==> config.mk <==
export PLATFORM = sky130hd
export DESIGN_NAME = ifetch_sequencer
export DESIGN_NICKNAME = d
export VERILOG_FILES = /design/src/rtl/ifetch_pkg.sv /design/src/rtl/ifetch_pc_next.sv /design/src/rtl/ifetch_sequencer.sv
export SDC_FILE = /design/constraint.sdc
export NUM_CORES = 1
export LEC_CHECK = 0
export ABC_AREA = 1
export CAP_MARGIN = 20
export CORE_ASPECT_RATIO = 0.6
export CORE_UTILIZATION = 42
export DETAILED_ROUTE_END_ITERATION = 12
export GPL_ROUTABILITY_DRIVEN = 0
export PLACE_DENSITY = 0.81
export SLEW_MARGIN = 20
export SYNTH_ARGS = -nofsm -noshare
export SYNTH_HDL_FRONTEND = slang
export SYNTH_SLANG_ARGS = --single-unit
==> constraint.sdc <==
create_clock -name clk -period 2.1 [get_ports clk]
set_input_delay 0.525 -clock clk [delete_from_list [all_inputs] [get_ports clk]]
set_output_delay 0.525 -clock clk [all_outputs]
set_load 0.01 [all_outputs]
==> src/rtl/ifetch_pkg.sv <==
// Shared constants and state encoding for the instruction-fetch sequencer.
// Imported by the sequencer top and its next-PC helper.
package ifetch_pkg;

  localparam logic [31:0] IFETCH_RESET_PC = 32'h0000_0000;
  // addi x0,x0,0
  localparam logic [31:0] IFETCH_NOP      = 32'h0000_0013;
  localparam int unsigned PC_STEP         = 4;

  typedef enum logic [1:0] {
    StIdle  = 2'd0,
    StFetch = 2'd1,
    StValid = 2'd2
  } ifetch_state_e;

endpackage

==> src/rtl/ifetch_pc_next.sv <==
// Next-PC selection: sequential pc+4 or word-aligned branch/jump target,
// plus detection of a taken target with nonzero low bits.
module ifetch_pc_next
  import ifetch_pkg::*;
#(
  parameter int unsigned XLEN = 32
) (
  input  logic [XLEN-1:0] i_pc,
  input  logic            i_pc_sel,
  input  logic [XLEN-1:0] i_alu_target,
  output logic [XLEN-1:0] o_next_pc,
  output logic            o_misaligned
);

  logic [XLEN-1:0] w_pc_seq;
  logic [XLEN-1:0] w_pc_tgt;

  // Sequential increment wraps modulo 2^XLEN by construction
  assign w_pc_seq     = i_pc + XLEN'(PC_STEP);
  assign w_pc_tgt     = {i_alu_target[XLEN-1:2], 2'b00};
  assign o_next_pc    = i_pc_sel ? w_pc_tgt : w_pc_seq;
  assign o_misaligned = i_pc_sel & (|i_alu_target[1:0]);

endmodule

==> src/rtl/ifetch_sequencer.sv <==
// Instruction-fetch front end: owns the PC, runs a req/ack fetch to instruction
// memory and holds each fetched instruction until downstream retires it.
module ifetch_sequencer
  import ifetch_pkg::*;
#(
  parameter int unsigned     XLEN      = 32,
  parameter logic [XLEN-1:0] RESET_PC  = XLEN'(IFETCH_RESET_PC),
  parameter logic [XLEN-1:0] NOP_INSTR = XLEN'(IFETCH_NOP)
) (
  input  logic            clk,
  input  logic            rst,
  output logic            imem_req,
  output logic [XLEN-1:0] imem_addr,
  input  logic            imem_ack,
  input  logic [XLEN-1:0] imem_rdata,
  output logic [XLEN-1:0] instr,
  output logic            instr_valid,
  output logic [XLEN-1:0] pc_out,
  input  logic            stall,
  input  logic            PCSel,
  input  logic [XLEN-1:0] alu_target,
  output logic            misalign_err
);

  ifetch_state_e   r_state;
  logic [XLEN-1:0] r_pc;
  logic [XLEN-1:0] r_instr;
  logic            r_instr_valid;
  logic            r_misalign_err;

  logic [XLEN-1:0] w_next_pc;
  logic            w_misaligned;

  ifetch_pc_next #(
    .XLEN (XLEN)
  ) u_pc_next (
    .i_pc         (r_pc),
    .i_pc_sel     (PCSel),
    .i_alu_target (alu_target),
    .o_next_pc    (w_next_pc),
    .o_misaligned (w_misaligned)
  );

  always_ff @(posedge clk) begin
    if (rst) begin
      r_state        <= StIdle;
      r_pc           <= RESET_PC;
      r_instr        <= NOP_INSTR;
      r_instr_valid  <= 1'b0;
      r_misalign_err <= 1'b0;
    end else begin
      r_misalign_err <= 1'b0;
      case (r_state)
        StIdle: begin
          r_state <= StFetch;
        end
        StFetch: begin
          if (imem_ack) begin
            r_instr       <= imem_rdata;
            r_instr_valid <= 1'b1;
            r_state       <= StValid;
          end
        end
        StValid: begin
          // PCSel/alu_target only matter on the retire edge
          if (!stall) begin
            r_pc           <= w_next_pc;
            r_instr        <= NOP_INSTR;
            r_instr_valid  <= 1'b0;
            r_misalign_err <= w_misaligned;
            r_state        <= StFetch;
          end
        end
        default: begin
          r_state <= StIdle;
        end
      endcase
    end
  end

  // Request is a pure state decode so it falls in the same cycle VALID is entered
  assign imem_req     = (r_state == StFetch);
  assign imem_addr    = r_pc;
  assign pc_out       = r_pc;
  assign instr        = r_instr;
  assign instr_valid  = r_instr_valid;
  assign misalign_err = r_misalign_err;

endmodule

### Word-level counts from Yosys, hierarchy flattened

Cells that the tools add are included.

| word-level totals | value |
|---|---|
| register bits after elaboration | 68 |
| output and inout bits | 99 |
| logic and storage cells | 30 |

| cells by class | value |
|---|---|
| $add $sub $neg | 1 |
| equality and inequality tests | 4 |
| mux-type cells | 10 |
| bitwise logic cells | 3 |
| reduce and logical (&&, ||, !) cells | 7 |

Operators with widths:

| kind | count |
|---|---|
| two-way mux 32 bit | 3 |
| case mux 32 bit (2 select lines) | 1 |
| adder 32 x 3 -> 32 bit (second input constant) | 1 |
| case mux 2 bit (3 select lines) | 1 |
| two-way mux 2 bit | 2 |
| AND reduction 2 bit | 2 |
| AND reduction 3 bit | 1 |
| OR reduction 3 bit | 1 |
| == test 2 x 1 -> 1 bit (second input constant) | 1 |
| == test 2 bit (second input constant) | 1 |
| logical NOT 2 bit | 1 |
| two-way mux 1 bit | 2 |
| != test 2 x 1 -> 1 bit (second input constant) | 1 |
| != test 2 bit (second input constant) | 1 |
| inverter 1 bit | 2 |
| case mux 1 bit (2 select lines) | 1 |
| nonzero test 2 bit | 1 |
| OR reduction 2 bit | 1 |
| bitwise AND 1 bit | 1 |

### Longest topological paths before layout

| depth | value |
|---|---|
| depth in word-level cells | 3 |
| gate-level depth with buffers | 10 |

### Modules after synthesis

Synthesis repeated with hierarchy kept, for this count alone.

| second synthesis, totals | value |
|---|---|
| cells, all modules | 615 |
| area, all modules | 4025.1 µm² |

By module, submodules not included:

| module | times used | cells an instance | area each (µm²) |
|---|---|---|---|
| ifetch_sequencer | 1 | 339 | 2727.6 |
| ifetch_pc_next | 1 | 276 | 1297.5 |

### Worst setup path before layout

No wires, ideal clock.

| timing | value |
|---|---|
| kind | register to register |
| from | register r_pc[2], in the netlist imem_addr[2] |
| to | register r_pc[20], in the netlist imem_addr[20] |
| arrival | 1.398 ns |
| required time | 1.968 ns |
| slack | 0.570 ns |
| cell stages (with the launch flop) | 11 |
| path buffers | 0 |
| period minus slack after synthesis | 1.530 ns |
| cells stage by stage | dfxtp_1 -> ha_1 -> nand2_1 -> nor2_2 -> nand2_1 -> nor2_2 -> nand3_1 -> nand2_1 -> nand2_1 -> nand2_1 -> a21oi_1 |

| between the ends | value |
|---|---|
| word-level cells in the longest chain between the ends | 2 |

RTL lines:

| element | line | source |
|---|---|---|
| start: declaration | ifetch_sequencer.sv:26 | `logic [XLEN-1:0] r_pc;` |
| start signal: assignment | ifetch_sequencer.sv:67 | `r_pc <= w_next_pc;` |
| adder 32 x 3 -> 32 bit | ifetch_pc_next.sv:19 | `assign w_pc_seq = i_pc + XLEN'(PC_STEP);` |
| two-way mux 32 bit | ifetch_pc_next.sv:21 | `assign o_next_pc = i_pc_sel ? w_pc_tgt : w_pc_seq;` |

Every way passes these cells.
A chain may end at the register's enable or synchronous reset.

### Worst setup path after layout

| timing | value |
|---|---|
| from | register r_pc[19], in the netlist imem_addr[19] |
| to | output port pc_out[19] |

RTL lines:

| element | line | source |
|---|---|---|
| end: declaration | ifetch_sequencer.sv:18 | `output logic [XLEN-1:0] pc_out,` |

No word-level cell between the ends.

==> impl_metrics.py <==
metrics = {
    "worst_setup_path": {
        "regToRegStartpoint": "imem_addr[2]$_SDFFE_PP0P_",
        "max_stage_delay_ns": 0.60,
        "path_cells": "clkdlybuf4s50_1",
        "arrival_ns": 1.42,
        "critical-path-top-delay-family": "buffers and inverters",
        "startpoint_type": "flop",
        "cp_max_fo": 7,
        "path_class": "reg2out",
        "cp.required_ns": 1.57,
        "cp-end-kind": "primary output",
        "critPathLaunch": "imem_addr[19]$_SDFFE_PP0P_",
        "crit_path_top_delay_cell": "clkdlybuf4s50_1",
        "critPathBufInv": 1,
    },
    "finish": {
        "n_antenna_cell": 0,
        "final_cell_mix": "clkdlybuf4s50_1 (162), nand2_1 (154), nand3_1 (70), nor2_1 (68), dfxtp_1 (66)",
        "final_common_cell": "clkdlybuf4s50_1",
        "postLayoutCellArea_um2": 5510,
        "layout-drive-gt1-share": 0.0739,
        "fin_nets": 770,
        "synthToLayoutAreaGrowth_pct": 49.5,
    },
    "synth": {
        "synth_seq_cells": 66,
        "synth-simple-area-share": 0.377,
        "synth_cell_types": 30,
        "syn_inst": 567,
        "yosysSeqAreaShare": 0.359,
        "avgSynthCellArea_um2": 6.49,
        "synthXorXnorAreaFrac": 0,
        "synth_top_family_by_area": "simple AND/OR/NAND/NOR gates",
        "synth_mux_area_frac": 0,
        "synth_compound_area_frac": 0.124,
        "synth-adder-area-share": 0.00340,
        "synth_area_um2": 3680,
        "yosysWarnings": 0,
    },
    "pwr": {
        "sw_frac_of_total": 0.240,
        "p_seq_frac": 0.419,
        "p_comb_frac": 0.145,
        "pwr-share-clk": 0.436,
        "p_int_mw": 2.40,
        "ir_worst_vdd_uv": 571,
        "p_sw_uw": 761,
        "p_leak_nw": 1.87,
        "p_per_area_nw_per_um2": 575,
    },
    "die": {
        "dieArea_um2": 9160,
        "pin_count": 168,
        "coreArea_um2": 8490,
        "chipHeight_um": 74.5,
        "die_w_um": 123,
        "initial_core_util": 0.434,
        "placementRows": 26,
    },
    "routing": {
        "drt-met1-wl_um": 5470,
        "highest_layer": "met4",
        "dr_wl_met3_um": 1230,
        "via_per_inst": 5.19,
        "drt_first_pass_iters": 5,
        "vias": 4236,
        "drc": 0,
        "ant_nets": 0,
        "met2_length_um": 5200,
        "drt-initial-drc-count": 339,
        "drt_wl_total_um": 12000,
        "wl_per_cell_um": 14.8,
    },
    "global_routing": {
        "grt_pass1_wl_um": 18900,
        "grt_util_all_layers": 0.270,
        "grt_max_degree": 34,
        "overflow": 0,
        "antenna_found_initial": 0,
        "grt_pass1_vias": 3892,
    },
    "timing": {
        "finalSetupTns_ns": 0,
        "timing.final.ws_setup_ns": 0.157,
        "max_freq_mhz": 515,
        "finClkSkew_ns": 0.00707,
        "slew_violations": 0,
        "fin_crit_ns": 1.94,
        "rsz0062_at_grt": "false",
        "hold_viol_final": 0,
        "post-route-period-util": 0.925,
        "finalSetupViolations": 0,
    },
    "placement": {
        "dp_hpwl_um": 8970,
        "port_buffers": 163,
        "place_ws_ns": 0.0692,
        "place_area_um2": 5230,
    },
    "cts": {
        "cts_sinks": 66,
        "max-clock-path-buffers": 2,
        "holdBufCountCts": 0,
        "ctsResizeCount": 0,
        "clk_pin_slew_ns": 0.05,
        "insertion_delay_ns": 0.33,
        "h-tree-depth": 3,
        "cts_setup_buffers": 0,
        "cts_root_buf": "clkbuf_16",
        "numCtsBuffers": 9,
        "cts_tree": "yes",
    },
    "hold_path": {
        "hold_class": "reg2reg",
        "hold_start": "instr[14]$_SDFFE_PP0P_",
    },
    "job": {
        "drv_cap": 0,
    },
    "outcome": {
        "status": "finished clean",
    },
}
[cells in the mapped netlist (all sizes together)]
library cell  instances  area [µm²]
a21oi                57         285
a22oi                 5        37.5
a31oi                 5        31.3
and2                  1        6.26
buf                  45         318
clkbuf               15        56.3
clkinv                1        3.75
conb                  1        3.75
dfxtp                66        1320
ha                    1        12.5
inv                  32         120
nand2               160         616
nand3                70         350
nand4                 3        18.8
nor2                 79         347
nor3                  9        45.0
nor4                  1        6.26
o211ai                6        45.0
o21ai                 6        30.0
o21bai                1        7.51
o221ai                1        8.76
o22ai                 2        12.5
[registers in the layout, indices dropped and copies added, names as in the netlist]
name and count:
instr_valid 1, misalign_err 1, imem_addr 30, r_state 2, instr 32
[cell type report]
cell class,instances,area (µm²)
Tap cell,112,140
Sequential cell,66,1320
Clock inverter,2,12.5
Clock buffer,13,260
Fill cell,739,2980
Inverter,33,124
Multi-Input combinational cell,411,1880
Timing Repair Buffer,179,1770
[cell families after synthesis]
kind of cell	after synthesis
and+or+nand+nor	323
buffers and inverters	93
AOI/OAI and AO/OA	83
DFF	66
adders and majority gates	1
other	1
[power by group through the flow]
stage | registers, mW | logic (mW) | clock network, mW
global placement | 1.35 | 0.447 | 0
detailed placement | 1.35 | 0.455 | 0
floorplan | 1.37 | 0.173 | 0
finish | 1.33 | 0.459 | 1.38
global route | 1.33 | 0.497 | 1.46
CTS | 1.33 | 0.458 | 1.39
[layer usage]
layer / global-route usage / up-vias
li1: - / 2080
met1: 0.363 / 1940
met2: 0.415 / 203
met3: 0.0890 / 13
met4: 0.0786 / 0
met5: 0 / -
[worst paths after layout]
check | slack (ns) | end | cells after the start
worst max register to register | 0.25 | imem_addr[20]$_SDFFE_PP0P_ | 10
worst min register to register | 0.46 | instr[14]$_SDFFE_PP0P_ | 2
worst min-delay path | 0.46 | instr[14]$_SDFFE_PP0P_ | 2
worst max-delay path | 0.16 | pc_out[19] | 1
[per-stage QoR]
| step | utilization | total power, mW | std cells | hold slack, ns |
|---|---|---|---|---|
| 2_1_floorplan | - | 1.54 | 570 | 0.484 |
| 3_3_place_gp | 0.616 | 1.80 | 801 | 0.443 |
| 3_5_place_dp | 0.616 | 1.81 | 801 | 0.451 |
| 4_1_cts | 0.649 | 3.18 | 816 | 0.460 |
| 5_1_grt | 0.649 | 3.29 | 816 | 0.483 |
| 6_report | 0.649 | 3.16 | 816 | 0.459 |
No activity file was read; power rests on OpenSTA's default activity.
